--- config.mk ---
export PLATFORM = sky130hd
export DESIGN_NAME = booth_mul_arbiter
export DESIGN_NICKNAME = d
export VERILOG_FILES = /design/src/rtl/booth_pkg.sv /design/src/rtl/booth_mul_arbiter_rr_arbiter.sv /design/src/rtl/booth_mul_arbiter.sv
export SDC_FILE = /design/constraint.sdc
export NUM_CORES = 1
export LEC_CHECK = 0
export BUFFER_PORTS_ARGS = -buffer_cell sky130_fd_sc_hd__buf_2
export CAP_MARGIN = 20
export CORE_MARGIN = 4
export CORE_UTILIZATION = 54
export DETAILED_ROUTE_END_ITERATION = 16
export GPL_ROUTABILITY_DRIVEN = 0
export GPL_TIMING_DRIVEN = 0
export PLACE_DENSITY_LB_ADDON = 0.1
export SETUP_SLACK_MARGIN = 0.15
export SYNTH_ARGS = -nofsm -noshare
export SYNTH_HDL_FRONTEND = slang
export SYNTH_SLANG_ARGS = --single-unit
--- constraint.sdc ---
create_clock -name clk -period 7.9 [get_ports clk]
set_clock_uncertainty 0.2 [all_clocks]
set_input_delay 2.37 -clock clk [delete_from_list [all_inputs] [get_ports clk]]
set_output_delay 2.37 -clock clk [all_outputs]
set_load 0.05 [all_outputs]
--- src/rtl/booth_pkg.sv ---
// Shared types and constants for the booth multiplier arbiter slice.
package booth_pkg;

   typedef enum logic [1:0] {
      IDLE = 2'd0,
      LOAD = 2'd1,
      RUN  = 2'd2,
      DONE = 2'd3
   } state_t;

   localparam int DEF_WIDTH   = 8;
   localparam int DEF_MUL_LAT = 9;

   // Bits needed to index n items; never less than one so a vector is always legal.
   function automatic int clog2(input int n);
      int r;
      r = 1;
      for (int i = 1; i < 31; i++) begin
         if ((1 << i) < n) begin
            r = i + 1;
         end
      end
      return r;
   endfunction

endpackage

--- src/rtl/booth_mul_arbiter_rr_arbiter.sv ---
// Combinational round-robin pick: first asserted request at or above the
// pointer, wrapping at N_REQ. Produces a one-hot grant and its encoded index.
module rr_arbiter
   import booth_pkg::*;
#(
   parameter  int N_REQ = 4,
   localparam int ID_W  = clog2(N_REQ)
) (
   input  logic [N_REQ-1:0] req,
   input  logic [ID_W-1:0]  pointer,
   output logic [N_REQ-1:0] grant,
   output logic [ID_W-1:0]  id,
   output logic             any
);

   logic [ID_W-1:0] idx;

   // Walk the requesters starting at the pointer and keep the first hit.
   always_comb begin
      grant = '0;
      id    = '0;
      any   = 1'b0;
      idx   = '0;
      for (int k = 0; k < N_REQ; k++) begin
         idx = ID_W'((int'(pointer) + k) % N_REQ);
         if (!any && req[idx]) begin
            any        = 1'b1;
            grant[idx] = 1'b1;
            id         = idx;
         end
      end
   end

endmodule

--- src/rtl/booth_mul_arbiter.sv ---
// Shares one signed Booth multiplier among N_REQ requesters. One operand
// pair is accepted at a time, the multiplier is restarted with the operands
// held, and after MUL_LAT cycles the product is returned tagged with the id.
module booth_mul_arbiter
   import booth_pkg::*;
#(
   parameter  int N_REQ   = 4,
   parameter  int WIDTH   = DEF_WIDTH,
   parameter  int MUL_LAT = DEF_MUL_LAT,
   localparam int ID_W    = clog2(N_REQ),
   localparam int CNT_W   = clog2(MUL_LAT)
) (
   input  logic                   clk,
   input  logic                   rst,
   input  logic [N_REQ-1:0]       req_valid,
   input  logic [N_REQ*WIDTH-1:0] req_a,
   input  logic [N_REQ*WIDTH-1:0] req_b,
   output logic [N_REQ-1:0]       req_ready,
   output logic                   rsp_valid,
   input  logic                   rsp_ready,
   output logic [ID_W-1:0]        rsp_id,
   output logic [2*WIDTH-1:0]     rsp_product,
   output logic                   mul_rst,
   output logic [WIDTH-1:0]       mul_a,
   output logic [WIDTH-1:0]       mul_b,
   input  logic [2*WIDTH-1:0]     mul_product,
   output logic                   busy
);

   state_t             state;
   logic [ID_W-1:0]    ptr;
   logic [CNT_W-1:0]   cnt;
   logic [ID_W-1:0]    lat_id;
   logic               mul_rst_q;

   logic [N_REQ-1:0]   grant;
   logic [ID_W-1:0]    gnt_id;
   logic               gnt_any;
   logic [ID_W-1:0]    next_ptr;
   logic [WIDTH-1:0]   a_sel;
   logic [WIDTH-1:0]   b_sel;

   rr_arbiter #(
      .N_REQ (N_REQ)
   ) u_rr (
      .req     (req_valid),
      .pointer (ptr),
      .grant   (grant),
      .id      (gnt_id),
      .any     (gnt_any)
   );

   // The pointer moves just past whoever wins so that requester goes last next round.
   assign next_ptr = (gnt_id == ID_W'(N_REQ - 1)) ? '0 : gnt_id + 1'b1;

   // Grants are only offered while idle and out of reset.
   assign req_ready = (rst && (state == IDLE)) ? grant : '0;

   // The multiplier is held in restart for the whole of our own reset as well.
   assign mul_rst = mul_rst_q | ~rst;

   // Pick the granted requester's operand pair out of the packed buses.
   always_comb begin
      a_sel = '0;
      b_sel = '0;
      for (int i = 0; i < N_REQ; i++) begin
         if (grant[i]) begin
            a_sel = req_a[i*WIDTH +: WIDTH];
            b_sel = req_b[i*WIDTH +: WIDTH];
         end
      end
   end

   // Sequencer: accept, restart the multiplier, wait out its latency, hand back the result.
   always_ff @(posedge clk) begin
      if (!rst) begin
         state       <= IDLE;
         ptr         <= '0;
         cnt         <= '0;
         lat_id      <= '0;
         mul_rst_q   <= 1'b0;
         mul_a       <= '0;
         mul_b       <= '0;
         rsp_valid   <= 1'b0;
         rsp_id      <= '0;
         rsp_product <= '0;
         busy        <= 1'b0;
      end else begin
         case (state)
            IDLE: begin
               if (gnt_any) begin
                  mul_a     <= a_sel;
                  mul_b     <= b_sel;
                  lat_id    <= gnt_id;
                  ptr       <= next_ptr;
                  mul_rst_q <= 1'b1;
                  busy      <= 1'b1;
                  state     <= LOAD;
               end
            end
            LOAD: begin
               mul_rst_q <= 1'b0;
               cnt       <= '0;
               state     <= RUN;
            end
            RUN: begin
               cnt <= cnt + 1'b1;
               if (cnt == CNT_W'(MUL_LAT - 1)) begin
                  rsp_product <= mul_product;
                  rsp_id      <= lat_id;
                  rsp_valid   <= 1'b1;
                  state       <= DONE;
               end
            end
            DONE: begin
               if (rsp_ready) begin
                  rsp_valid <= 1'b0;
                  busy      <= 1'b0;
                  state     <= IDLE;
               end
            end
            default: begin
               state <= IDLE;
            end
         endcase
      end
   end

endmodule

# Word level (Yosys, flattened, before mapping)
# Index checks and enable logic that the tools add are counted.
[classes]
add_sub_neg = 5
order_cmp = 8
eq_ne = 8
mux = 49
bitwise = 5
reduce_logical = 22
[op_table]
columns = ["op", "count"]
rows = [
  ["two-way mux 8 bit", 8],
  ["two-way mux 4 bit", 5],
  ["two-way mux 2 bit", 8],
  ["two-way mux 1 bit", 15],
  ["less-than comparator 2 x 3 -> 1 bit, second input constant", 4],
  ["bitwise OR 4 bit", 3],
  ["AND reduction 3 bit", 3],
  ["binary-select mux 1 bit (select 2 bit)", 4],
  ["demux 1 bit (select 2 bit)", 4],
  ["greater-or-equal comparator 2 x 1 -> 1 bit, second input constant", 4],
  ["logical AND 1 bit", 8],
  ["one-hot mux 2 bit (4 select lines)", 1],
  ["one-hot mux 4 bit (2 select lines)", 1],
  ["nonzero test 2 bit", 4],
  ["equality test 2 bit, second input constant", 3],
  ["inequality test 2 bit, second input constant", 3],
  ["one-hot mux 1 bit (2 select lines)", 3],
  ["AND reduction 2 bit", 3],
  ["adder 2 x 1 -> 2 bit, second input constant", 2],
  ["adder 2 bit, second input constant", 2],
  ["adder 4 x 1 -> 4 bit, second input constant", 1],
  ["equality test 4 bit, second input constant", 1],
  ["logical NOT 1 bit", 3],
  ["equality test 2 x 1 -> 1 bit, second input constant", 1],
  ["other kinds (3)", 3],
]
[word_totals]
regBits = 47
word_cells = 108

# Logic depth before layout (Yosys ltp)
[logic_depth]
ltp_word = 16
mapped_depth = 14
mapped_depth_nobuf = 8

# By module
# Synthesis repeated with hierarchy kept, for this count alone.
[hier_totals]
hier_cells = 315
hier_area_um2 = 2810.2
[by_module_without_submodules]
columns = ["module", "n_inst", "cells_each", "area_per_inst_um2", "seq_area_each_um2"]
rows = [
  ["booth_mul_arbiter", 1, 270, 2388.5, 940.9],
  ["rr_arbiter", 1, 45, 421.7, 0.0],
]

# Worst setup path after synthesis
# No wires, ideal clock.
[synth_timing]
kind = "input -> output"
startpoint = "input port req_valid[1]"
endpoint = "output port req_ready[0]"
arrival_time_ns = 4.591
path_slack_ns = 0.739
path_stages = 7
path_buffers = 2
cell_sequence = "clkbuf_1 -> or3b_1 -> a211oi_1 -> o21ai_0 -> nand4_1 -> clkbuf_1 -> nor2b_1"
[synth_between]
elab_chain_cells = 13
[synth_rtl]
columns = ["item", "line", "text"]
rows = [
  ["start, declared", "booth_mul_arbiter.sv:15", "input logic [N_REQ-1:0] req_valid,"],
  ["binary-select mux 1 bit (select 2 bit)", "booth_mul_arbiter_rr_arbiter.sv:26", "if (!any && req[idx]) begin"],
  ["two-way mux 1 bit (implied by the code)", "booth_mul_arbiter_rr_arbiter.sv:26", ""],
  ["two-way mux 1 bit", "booth_mul_arbiter_rr_arbiter.sv:26", ""],
  ["logical NOT 1 bit", "booth_mul_arbiter_rr_arbiter.sv:26", ""],
  ["logical AND 1 bit", "booth_mul_arbiter_rr_arbiter.sv:26", ""],
  ["two-way mux 1 bit", "booth_mul_arbiter_rr_arbiter.sv:26", ""],
  ["logical NOT 1 bit", "booth_mul_arbiter_rr_arbiter.sv:26", ""],
  ["logical AND 1 bit", "booth_mul_arbiter_rr_arbiter.sv:26", ""],
  ["two-way mux 1 bit", "booth_mul_arbiter_rr_arbiter.sv:26", ""],
  ["logical NOT 1 bit", "booth_mul_arbiter_rr_arbiter.sv:26", ""],
  ["logical AND 1 bit", "booth_mul_arbiter_rr_arbiter.sv:26", ""],
  ["two-way mux 4 bit *", "booth_mul_arbiter_rr_arbiter.sv:26", ""],
  ["two-way mux 4 bit *", "booth_mul_arbiter.sv:57", "assign req_ready = (rst && (state == IDLE)) ? grant : '0;"],
  ["end, declared", "booth_mul_arbiter.sv:18", "output logic [N_REQ-1:0] req_ready,"],
]
# Mark *: on every way between the ends. The rest lies on a longest branch, timed or not. The select of a mux whose other input is x is not followed.

# Final worst setup path
# Ends and elaborated chain as after synthesis.

==> run summary <==
The internal power of the cells came out at 634 uW. TritonCTS built the clock tree. The floorplan die area came out at 0.00754 sq mm. The synthesis-stage register bit count came out at 47. The area of combinational cells with multiple inputs came out at 0.00223 sq mm.

The setup-violating endpoint count in the final report is 0. Counting every instance in the synthesized netlist gives 430. The tool flagged a number of max-cap violations equal to 0. The number of enable-type register cells in the synthesized netlist came out at 0. For the finished layout, the period the worst path requires is between 7000 and 8000 ps. The number of H-tree branching levels is 2. The initial DRC count came out at 163. The total routed wirelength is between 9000 and 10,000 um.

CTS saw 47 sinks. For hold timing, the worst endpoint is rsp_product[0]. The maximum operating frequency is roughly 130 MHz.

The run finished with clean final reports. Summing all flip-flop and latch instances after layout gives 941 sq um. Before antenna repair, the detailed router went through 4 iterations. The arrival time at the worst endpoint came out at about 5000 ps. Post-CTS timing repair inserted 0 buffers for setup. The share of layout cells above drive strength 1 is 0.289. For the pin with the worst max-slew slack, the measured transition is 759 ps.

Setup total negative slack on the finished layout was measured at 0 ps. Leaving out fill and tap cells, the most frequent cell in the layout is sky130_fd_sc_hd__buf_2. The row count came out at 28. STA classifies the critical path endpoint as an output port. The worst hold path depth is 2. The initial antenna violation count is 0. In the final routed layout, each cell accounts on average for 15.1 um. The count of inserted antenna diode cells is 0. The count of endpoints failing hold in the final timing report came out at 0. The count of vias placed by the detailed router is roughly 3.6k.

The largest stage delay on the critical path came out at 430 ps. Setup repair after global routing left no endpoint under its margin. The peak supply drop is 0.348 mV.

The cell area after layout came out at 0.00417 sq mm. The count of nets after finishing came out at 664. The share of async-settable or async-resettable flops after synthesis is 0. The number of remaining DRC errors came out at 0. The library cell used as clock root buffer is sky130_fd_sc_hd__clkbuf_8. At the later pin of the worst-skew pair, clock insertion delay measures 300 ps. The setup slack at placement is 453 ps. For flop-to-flop paths, the worst setup slack is 3970 ps. The maximum fanout encountered on the critical timing path came out at 10.

Gates resized during post-CTS repair numbered 0. The number of filler cells placed in the layout is 543. For this run, the register share of the synthesized area comes to 0.280. Final hold analysis gives a worst-case slack of around 270 ps. The most repeated library cell on the critical path is sky130_fd_sc_hd__buf_2. The global-route wire length before repair is 15,600 um.

The max-slew violation count is 0. The die is approximately 87 um wide. The worst register-to-register path ends at mul_b[7].

The power density normalized to cell area came out at approximately 320 mW/mm^2. The height of the die came out at 86.8 um. The number of placed instances, taps included, is about 630. The cell at the slowest stage of the critical path is sky130_fd_sc_hd__buf_1.

The total placed instance area is 0.00408 sq mm. Once detailed placement completed, the half-perimeter wirelength came to roughly 7500 um. The area growth from synthesis to layout is 24.1%. The tightest min-delay check is of the reg2reg type. The worst setup path is launched from a primary input. The mean post-synth cell area is between 7 and 8 sq um. Setup slack closes at around 360 ps. The worst endpoint required time came out at 5330 ps. Of the available clock period, the critical path in the final layout requires 0.955. The part of the total power dissipated in the clock network is 0.109. After the flow finishes, the layout carries non-filler instances totaling 639. The post-CTS clock slew at the launch and capture registers of the worst setup and hold paths came out at ~80 ps. The number of buffers added by the clock tree synthesis step came out at 5. The number of different library cells in the post-synthesis netlist came out at 46. Summing every instance area after synthesis gives 0.00336 sq mm. The reported leakage power came out at 1.67 nW. The post-route antenna net violation count is 0. Synthesis produced a netlist with a net count of between 500 and 600. The longest clock path from root to sink contains 2 buffers. In this run the standard cell core region covers ~0.006 sq mm.

The number of port buffers is 126. The part of the total power dissipated in sequential elements is 0.240. The fraction of power spent switching nets came out at 0.522.

The signal on the critical path passes through buf_2 -> clkbuf_1 -> or3b_1 -> a211oi_1 -> o21ai_0 -> nand4_1 -> buf_1 -> nor2b_1 -> buf_2. The pin count of the biggest net entering global routing came out at 15. The count of hold buffers inserted by post-cts repair is 0. The family with the most delay on the worst path is buffers and inverters. The number of buffers and inverters on the critical path came out at 4.

Leaving out fill and tap cells, the most frequent cells in the layout are sky130_fd_sc_hd__buf_2, sky130_fd_sc_hd__nand2_1, sky130_fd_sc_hd__dfxtp_1. The design draws 1.32 mW. The starting utilization of the core area is 0.560.

The via count normalized by instance count is 5.67. The most instantiated flip-flop cell in the synthesis netlist is sky130_fd_sc_hd__dfxtp_1. The number of global-route vias before repair came out at 3,448. The I/O pin total is 128. Summed over all layers, the global routing overflow is 0. For this design the total switching power over the nets is 691 uW.

The worst reg-to-reg path cell count is 12. The share of total power in combinational logic is 0.652. The startpoint-to-endpoint class of the critical path is in2out. The launch point of the worst hold path is rsp_product[0]. The total number of yosys warnings is 0.

The worst slew margin relative to its limit is 0.489. In the global route stage, overall resource usage came out at 0.254. Measured on the finished design, the core utilization comes to 0.695.
cell usage after synthesis (all sizes together), types with 2 or more instances:
cell type  instances  area share
clkbuf            26       0.029
nand4              9       0.021
or4                2      0.0045
nand3             21       0.031
mux2               2      0.0067
a21oi             11       0.016
nand2b             5      0.0093
a21boi            21       0.047
ha                14       0.052
o22ai              2      0.0037
o21a              22       0.049
buf                9       0.019
o21ai             28       0.042
and3b              3      0.0078
mux2i              4       0.012
o311ai            17       0.072
nor2              26       0.029
inv                8      0.0089
o211ai             3      0.0067
nand2             89        0.10
nor2b              6       0.011
and2               6       0.011
dfxtp             47        0.28
a211oi             2      0.0045
or2                2      0.0037
nor3b              8       0.018
nand3b             3      0.0067
nor3               5      0.0089
a41oi             16       0.042
mux4               3       0.020
power by group through the flow:
stage               Combinational [mW]  Sequential (mW)  Clock, mW
CTS                              0.857            0.317      0.148
global placement                 0.840            0.321          0
floorplan                        0.561            0.404          0
detailed placement               0.855            0.322          0
global route                     0.940            0.324      0.158
finish                           0.863            0.318      0.144
state kept, by name, summed over array words and instances (netlist names), named ones only:
| signal | cells |
|---|---|
| rsp_product | 16 |
| mul_a | 8 |
| mul_b | 8 |
| cnt | 4 |
| lat_id | 2 |
| rsp_id | 2 |
| state | 2 |
| busy | 1 |
| mul_rst_q | 1 |
| ptr | 1 |
| rsp_valid | 1 |
worst register-to-register path, cell delays in order (launching register included):
cell and delay [ps]:
sky130_fd_sc_hd__dfxtp_1 470, sky130_fd_sc_hd__buf_6 180, sky130_fd_sc_hd__buf_2 220, sky130_fd_sc_hd__inv_1 130, sky130_fd_sc_hd__ha_1 300, sky130_fd_sc_hd__buf_2 190
sky130_fd_sc_hd__or3b_1 420, sky130_fd_sc_hd__a211o_1 330, sky130_fd_sc_hd__a21boi_0 610, sky130_fd_sc_hd__clkbuf_1 400, sky130_fd_sc_hd__o21ai_0 180, sky130_fd_sc_hd__o311ai_2 110
sky130_fd_sc_hd__a41oi_1 60
per-layer routing:
layer	global-route usage	up-vias	part of all wire
li1	-	1814	-
met1	0.332	1649	0.43
met2	0.425	147	0.47
met3	0.0494	16	0.077
met4	0.0708	0	0.018
met5	0	-	0
area by class of cell:
cell class,instances,area share
clock buffer,6,0.0174
tap,75,0.0225
sequential,47,0.226
inverter,8,0.00721
timing repair buffer,126,0.151
clock inverter,2,0.00300
buffer,35,0.0384
multi-input combinational,340,0.534
worst max path at each step:
| stage | startpoint | endpoint | slack, ps | cells past startpoint |
|---|---|---|---|---|
| finish | req_valid[1] | req_ready[0] | 360 | 9 |
| global route | req_valid[1] | req_ready[0] | 170 | 9 |
| CTS | req_valid[1] | req_ready[0] | 420 | 9 |
| detailed placement | req_valid[1] | req_ready[0] | 450 | 9 |
| global placement | req_valid[1] | req_ready[0] | 460 | 9 |
| floorplan | req_valid[1] | req_ready[0] | 740 | 7 |
cell families (layout without fill, tap and decap cells):
family / Yosys count / in the layout / share of synthesized area
and+or+nand+nor: 189 / 189 / 0.275
xor gates and xnor gates: 1 / 1 / 0.00261
AOI/OAI and AO/OA: 127 / 127 / 0.295
adders and majority gates: 14 / 14 / 0.0522
buffers and inverters: 43 / 177 / 0.0566
muxes: 9 / 9 / 0.0388
DFF: 47 / 47 / 0.280
(Power assumes the default switching activity.)
